==> src/rtl/mux_demux_sched_2.sv <==
// Two-lane round-robin issue scheduler in front of the shared 2:1 mux / 1:2 demux path.
// Registers sel/path_inp, tracks in-flight ops with a LAT+1 tag pipe, holds results under valid/ready.
module mux_demux_sched_2 #(
    parameter int ID    = 1,
    parameter int WIDTH = 2,
    parameter int LAT   = 0
) (
    input  logic                  clk,
    input  logic                  rst,
    input  logic [1:0]            in_valid,
    input  logic [1:0][WIDTH-1:0] in_data,
    output logic [1:0]            in_ready,
    output logic                  sel,
    output logic [1:0][WIDTH-1:0] path_inp,
    input  logic [1:0][WIDTH-1:0] path_outp,
    output logic [1:0]            out_valid,
    output logic [1:0][WIDTH-1:0] out_data,
    input  logic [1:0]            out_ready
);

    // ID has no function; an out-of-range parameter set shows up as this named block in the netlist.
    if (ID < 0 || LAT < 0 || LAT > 8) begin : g_param_out_of_range
    end

    logic                  sel_q, sel_d;
    logic [1:0][WIDTH-1:0] path_inp_q, path_inp_d;
    logic [1:0]            out_valid_q, out_valid_d;
    logic [1:0][WIDTH-1:0] out_data_q, out_data_d;
    logic                  last_q, last_d;
    logic [LAT:0]          tag_v_q, tag_v_d;
    logic [LAT:0]          tag_lane_q, tag_lane_d;

    logic [1:0] inflight;
    logic [1:0] busy;
    logic [1:0] elig;
    logic [1:0] grant;
    logic       issue;
    logic       issue_lane;
    logic       cap_v;
    logic       cap_lane;

    always_comb begin
        inflight = '0;
        for (int i = 0; i <= LAT; i++) begin
            if (tag_v_q[i]) begin
                inflight[tag_lane_q[i]] = 1'b1;
            end
        end
    end

    // A slot being drained this cycle is already free, so a lane can re-issue on its drain cycle.
    always_comb begin
        busy       = inflight | (out_valid_q & ~out_ready);
        elig       = in_valid & ~busy;
        grant      = (elig == 2'b11) ? (last_q ? 2'b01 : 2'b10) : elig;
        in_ready   = rst ? 2'b00 : grant;
        issue      = |in_ready;
        issue_lane = in_ready[1];
    end

    always_comb begin
        sel_d      = sel_q;
        path_inp_d = path_inp_q;
        last_d     = last_q;
        if (issue) begin
            sel_d                  = issue_lane;
            path_inp_d[issue_lane] = in_data[issue_lane];
            last_d                 = issue_lane;
        end
    end

    always_comb begin
        tag_v_d       = '0;
        tag_lane_d    = '0;
        tag_v_d[0]    = issue;
        tag_lane_d[0] = issue_lane;
        for (int i = 1; i <= LAT; i++) begin
            tag_v_d[i]    = tag_v_q[i-1];
            tag_lane_d[i] = tag_lane_q[i-1];
        end
    end

    always_comb begin
        cap_v       = tag_v_q[LAT];
        cap_lane    = tag_lane_q[LAT];
        out_valid_d = out_valid_q & ~out_ready;
        out_data_d  = out_data_q;
        for (int l = 0; l < 2; l++) begin
            if (cap_v && (cap_lane == 1'(l))) begin
                out_valid_d[l] = 1'b1;
                out_data_d[l]  = path_outp[l];
            end
        end
    end

    always_ff @(posedge clk) begin
        if (rst) begin
            sel_q       <= 1'b0;
            path_inp_q  <= '0;
            out_valid_q <= '0;
            out_data_q  <= '0;
            last_q      <= 1'b1;
            tag_v_q     <= '0;
            tag_lane_q  <= '0;
        end else begin
            sel_q       <= sel_d;
            path_inp_q  <= path_inp_d;
            out_valid_q <= out_valid_d;
            out_data_q  <= out_data_d;
            last_q      <= last_d;
            tag_v_q     <= tag_v_d;
            tag_lane_q  <= tag_lane_d;
        end
    end

    assign sel       = sel_q;
    assign path_inp  = path_inp_q;
    assign out_valid = out_valid_q;
    assign out_data  = out_data_q;

endmodule
==> config.mk <==
export PLATFORM = sky130hd
export DESIGN_NAME = mux_demux_sched_2
export DESIGN_NICKNAME = d
export VERILOG_FILES = /design/src/rtl/mux_demux_sched_2.sv
export SDC_FILE = /design/constraint.sdc
export NUM_CORES = 1
export LEC_CHECK = 0
export CORE_MARGIN = 3
export CORE_UTILIZATION = 38
export DETAILED_ROUTE_END_ITERATION = 8
export PLACE_DENSITY_LB_ADDON = 0.3
export REMOVE_ABC_BUFFERS = 1
export SYNTH_ARGS = -nofsm -noshare
export SYNTH_HDL_FRONTEND = slang
export SYNTH_SLANG_ARGS = --single-unit
==> constraint.sdc <==
create_clock -name clk -period 1.68 [get_ports clk]
set_input_delay 0.168 -clock clk [delete_from_list [all_inputs] [get_ports clk]]
set_output_delay 0.168 -clock clk [all_outputs]
set_load 0.05 [all_outputs]
# ---- Word-level counts from Yosys, hierarchy flattened
# Cells that the tools add are included.
dict set report op_classes {
  magnitude_cmp 4
  n_eq_ne 1
  muxes 13
  n_bitwise 6
  reduce_logical 5
}
# operator n
set ops {}
lappend ops {{2-bit two-way mux} 7}
lappend ops {{2-bit AND} 2}
lappend ops {{4-bit bitwise mux} 1}
lappend ops {{1-bit logical AND} 4}
lappend ops {{1-bit by 2-bit less-than comparator with 1-bit output (second input constant)} 2}
lappend ops {{2-bit NOT} 2}
lappend ops {{1-bit two-way mux} 3}
lappend ops {{2-bit demux with 1-bit select} 1}
lappend ops {{2-bit equality test (second input constant)} 1}
lappend ops {{1-bit greater-or-equal comparator (second input constant)} 2}
lappend ops {{2-bit bitwise OR} 1}
lappend ops {{2-bit OR reduction} 1}
lappend ops {{1-bit demux with 1-bit select} 1}
lappend ops {{1-bit NOT} 1}
dict set report word_totals {
  regBits 14
  out_inout_bits 13
}

# ---- Depth between registers and ports, before layout
dict set report depth {
  depth_word 16
  mapped_depth 4
}

# ---- Least setup slack after synthesis
# No wires, ideal clock.
dict set report synth_timing {
  path_type {reg-to-reg}
  from {register out_valid_q[0], in the netlist out_valid[0]}
  to {register path_inp_q (netlist bit path_inp[2])}
  arrival_ns 1.794
  required_time_ns 1.620
  setup_slack_ns -0.174
  path_stages_with_launch 5
  n_path_buf 0
  cell_sequence {dfxtp_1 nand2b_1 and4_4 nor3_4 a22o_1}
}
dict set report synth_via {
  elab_chain_cells 12
  word_cells_on_any_way 16
  cone_classes {2 x order compare; 1 x eq/ne; 7 x mux; 4 x bitwise; 2 x reduce/logical}
}
# item line_no
set synth_lines {}
lappend synth_lines {{start: declaration} 27} ;# logic [1:0] out_valid_q, out_valid_d;
lappend synth_lines {{start signal: assignment} 108} ;# out_valid_q <= out_valid_d;
lappend synth_lines {{2-bit AND (*)} 53} ;# busy = inflight | (out_valid_q & ~out_ready);
lappend synth_lines {{2-bit bitwise OR (*)} 53}
lappend synth_lines {{2-bit NOT (*)} 54} ;# elig = in_valid & ~busy;
lappend synth_lines {{2-bit AND (*)} 54}
lappend synth_lines {{2-bit equality test (*)} 55} ;# grant = (elig == 2'b11) ? (last_q ? 2'b01 : 2'b10) : elig;
lappend synth_lines {{2-bit two-way mux (*)} 55}
lappend synth_lines {{2-bit two-way mux (*)} 56} ;# in_ready = rst ? 2'b00 : grant;
lappend synth_lines {{named net in_ready[1]} 12} ;# output logic [1:0] in_ready,
lappend synth_lines {{1-bit by 2-bit less-than comparator with 1-bit output (implied by the code) / 1-bit greater-or-equal comparator (equally long branches)} 67} ;# path_inp_d[issue_lane] = in_data[issue_lane];
lappend synth_lines {{1-bit logical AND (implied by the code)} 67}
lappend synth_lines {{2-bit two-way mux (implied by the code)} 67}
lappend synth_lines {{2-bit demux with 1-bit select} 67}
lappend synth_lines {{4-bit bitwise mux} 67}
lappend synth_lines {{end signal: assignment} 107} ;# path_inp_q <= path_inp_d;
lappend synth_lines {{end: declaration} 26} ;# logic [1:0][WIDTH-1:0] path_inp_q, path_inp_d;
# The timed path passes the listed nets; every way through them passes the cells marked *. The select of a mux whose other input is x is not followed.
# A chain may end at the register's enable or synchronous reset.

# ---- Worst setup path in the final report
dict set report layout_timing {
  from {register tag_lane_q, in the netlist cap_lane}
  to {output in_ready[0]}
}
dict set report layout_via {
  elab_chain_cells 11
  word_cells_on_any_way 12
  cone_classes {2 x order compare; 1 x eq/ne; 5 x mux; 3 x bitwise; 1 x reduce/logical}
}
# item line_no
set layout_lines {}
lappend layout_lines {{start: declaration} 31} ;# logic [LAT:0] tag_lane_q, tag_lane_d;
lappend layout_lines {{start signal: assignment} 112} ;# tag_lane_q <= tag_lane_d;
lappend layout_lines {{1-bit by 2-bit less-than comparator with 1-bit output (implied by the code) / 1-bit greater-or-equal comparator (equally long branches)} 46} ;# inflight[tag_lane_q[i]] = 1'b1;
lappend layout_lines {{1-bit logical AND (implied by the code)} 46}
lappend layout_lines {{1-bit two-way mux (implied by the code)} 46}
lappend layout_lines {{1-bit demux with 1-bit select (*)} 46}
lappend layout_lines {{2-bit two-way mux (*)} 45} ;# if (tag_v_q[i]) begin
lappend layout_lines {{2-bit bitwise OR (*)} 53}
lappend layout_lines {{2-bit NOT (*)} 54}
lappend layout_lines {{2-bit AND (*)} 54}
lappend layout_lines {{2-bit equality test} 55}
lappend layout_lines {{2-bit two-way mux (*)} 55}
lappend layout_lines {{2-bit two-way mux (*)} 56}
lappend layout_lines {{end: declaration} 12}
# Mark *: on every way between the ends. The rest lies on a longest branch, timed or not.

==> results.tsv <==
stage	metric	value	unit
status	status	completed	
yosys	netlist_area	565.5	µm²
yosys	ys_warn_count	0	
clock_network	hold_buffers	0	
yosys	synth_cell_type_count	22	
critical_path	critPathKind	flip-flop to output pin	
global_route	use_met1	16.50	%
cells_and_area	layout.cells.most_common	clkdlybuf4s50_1	
yosys	async_reset_ff_share	0	%
pwr	power.clock.fraction	28.2	%
global_route	grt_pass1_vias	541	
global_route	grt_max_degree	9	
global_route	busiest_layer	met2	
yosys	synth_edf_count	0	
timing	fin_crit_sh	98.55	%
timing	min_period	1.656	ns
clock_network	cts_tree	done	
timing	max_slew_margin	66.44	%
hold_path	holdCritPathClass	primary input to flip-flop	
pwr	p_leak	0.3896	nW
global_route	grt.total_usage	15.22	%
floorplan	die_x	44.58	µm
critical_path	r2r_slack	0.26	ns
cells_and_area	final_util	71.36	%
clock_network	cts_sinks	14	
global_route	met2_usage	24.36	%
clock_network	path_clk_slew	0.09	ns
cells_and_area	nNetsFinal	108	
timing	finalSetupTns	0	ns
clock_network	clk_latency	0.28	ns
hold_path	worstHoldStart	path_outp[0]	
placed_design	place.detailed.hpwl	1023	µm
yosys	synthCells	59	
critical_path	critPathMaxStageDelay	0.40	ns
timing	slew_violations	0	
floorplan	rows	13	
clock_network	htreeDepth	1	
cells_and_area	n_antenna_cell	0	
pwr	combPwrFrac	29.0	%
critical_path	setup.worst_path.start_class	flip-flop	
critical_path	worstPathRequired	1.51	ns
pwr	switching_power	0.2665	mW
critical_path	r2r_cells	6	
timing	grt_setup_unrepaired	yes	
yosys	synthFlopType	dfxtp_1	
pwr	p_per_area	902.7	nW/µm²
yosys	yosys.area.top_type_share	49.56	%
drt	drc	0	
drt	antenna_left	0	
floorplan	io_pins	27	
yosys	avgSynthCellArea	9.585	µm²
cells_and_area	final_cell_mix	24 x clkdlybuf4s50_1, 11 x nand2_1, 11 x dfxtp_1	
critical_path	worstPathMaxFanout	5	
floorplan	die_y	44.58	µm
critical_path	end_kind	output pin	
hold_path	holdPathEnd	out_data[0]	
timing	finalSetupViolations	0	
floorplan	core	1350	µm²
global_route	overflow	0	
critical_path	crit_chain	nand2b_4, nand3_4, or3_4, inv_2, buf_12	
yosys	yosys-top-cells-area	dfxtp_1 50%, a21oi_1 8.8%, nand2_1 7.3%	
critical_path	critical_path_arrival	1.49	ns
drt	vias	563	
drt	vias_per_cell	5.213	
clock_network	cts_root_buf	clkbuf_4	
timing	skew	0.006686	ns
cells_and_area	drive_gt1_share	30.11	%
floorplan	die-area	1987	µm²
floorplan	initial_core_util	41.89	%
drt	drt_iter0_markers	8	
placed_design	numPortBuffers	26	
job	drv_cap	0	
global_route	antenna_found_initial	0	
drt	drt_first_pass_iters	4	
critical_path	r2r_start	cap_lane	
yosys	synth_top_cell_by_area	dfxtp_1	
drt	wl	1340	µm
global_route	grtUsageMet3	3.659	%
pwr	netSwitchingFraction	30.64	%
cells_and_area	area_growth_syn_to_layout	70.35	%
critical_path	r2r_end	path_inp[3]	
yosys	yosys_register_bits	14	
critical_path	cp_slowest_cell	or3_4	
pwr	p_seq_share	42.8	%
yosys	ys_seq_area_share	49.56	%
pwr	p_int	0.6032	mW
global_route	grt_pass1_wl	2173	µm
cells_and_area	fillers	107	
timing	hold_violations	0	
cells_and_area	multi_input_area	292.8	µm²
timing	max_freq	0.6040	GHz
timing	tightestPinTransition	0.5018	ns
clock_network	clockBufferDepth	2	
placed_design	gp_congestion	0.8266	
pwr	ir_worst_vdd	0.6038	mV
clock_network	cts_buffers	3	
hold_path	whs_path_depth	3	
cells_and_area	regArea	286.5	µm²
drt	post_drt_wl_per_cell	12.41	µm
==> metal layers <==
layer  vias up  part of all wire [%]
li1        279                     -
met1       250                    40
met2        28                    50
met3         6                   7.2
met4         0                   3.1
met5         -                     0
==> critical path, delay by kind of cell, from the launching register on <==
kind                   cells  cell delay [ns]
buffers and inverters      2             0.21
flip-flops                 1             0.36
AND/OR/NAND/NOR            3             0.65
==> state kept, by name, indices dropped and copies added (netlist names) <==
name,count
cap_v,1
cap_lane,1
sel,1
out_valid,2
last_q,1
out_data,4
path_inp,4
==> final cells by class <==
| cell class | count | share of cell area [%] |
|---|---|---|
| clock buffer | 4 | 3.766 |
| inverter | 3 | 1.169 |
| multi-input combinational | 41 | 30.39 |
| sequential | 14 | 29.74 |
| tap | 15 | 1.948 |
| timing repair buffer | 31 | 32.99 |
==> what timing repair did <==
| action | in CTS | in global routing |
|---|---|---|
| setup endpoints to repair | 2 | 2 |
| setup buffers | 0 | 2 |
| gates resized for setup | 8 | 2 |
| pin swaps | 1 | 1 |
==> worst max-delay path by stage <==
stage / startpoint / to / slack [ns]
finish: cap_lane / in_ready[0] / 0.02
global placement: out_ready[1] / in_ready[0] / -0.02
floorplan: out_valid[0] / path_inp[2] / -0.17
global route: cap_lane / in_ready[0] / -0.02
CTS: cap_v / in_ready[0] / 0.02
detailed placement: out_ready[1] / in_ready[0] / -0.04
==> metrics by stage <==
step / cell area (µm²) / setup slack, ns / power, mW / hold WS [ns] / std cells
6_report: 963.4 / 0.02443 / 0.8697 / 0.4216 / 108
3_5_place_dp: 883.3 / -0.04036 / 0.6191 / 0.4414 / 102
2_1_floorplan: 561.8 / -0.1742 / 0.5140 / 0.2371 / 58
5_1_grt: 963.4 / -0.02296 / 0.9124 / 0.4384 / 108
3_3_place_gp: 883.3 / -0.02207 / 0.6165 / 0.4367 / 102
4_1_cts: 940.9 / 0.02015 / 0.8732 / 0.4242 / 106
==> cell usage after synthesis, types with 2 or more instances <==
cell type / number
inv_1: 3
a22o_1: 2
a2111oi_0: 2
nand2b_1: 2
nand2_1: 11
a21oi_1: 10
dfxtp_1: 14
==> cells by family (layout without fill, tap and decap cells) <==
group           after synthesis  count (layout)  share of synthesized area (%)
simple gates                 25              25                          29.43
flops                        14              14                          49.56
buf+inv                       4              38                          2.654
compound gates               16              16                          18.36
==> power groups by stage <==
stage          sequential, mW  combinational (mW)  clock [mW]
2_1_floorplan           0.442              0.0723           0
3_3_place_gp            0.378               0.238           0
3_5_place_dp            0.379               0.241           0
4_1_cts                 0.373               0.246       0.255
5_1_grt                 0.376               0.265       0.271
6_report                0.372               0.252       0.245
(Power assumes the default switching activity.)
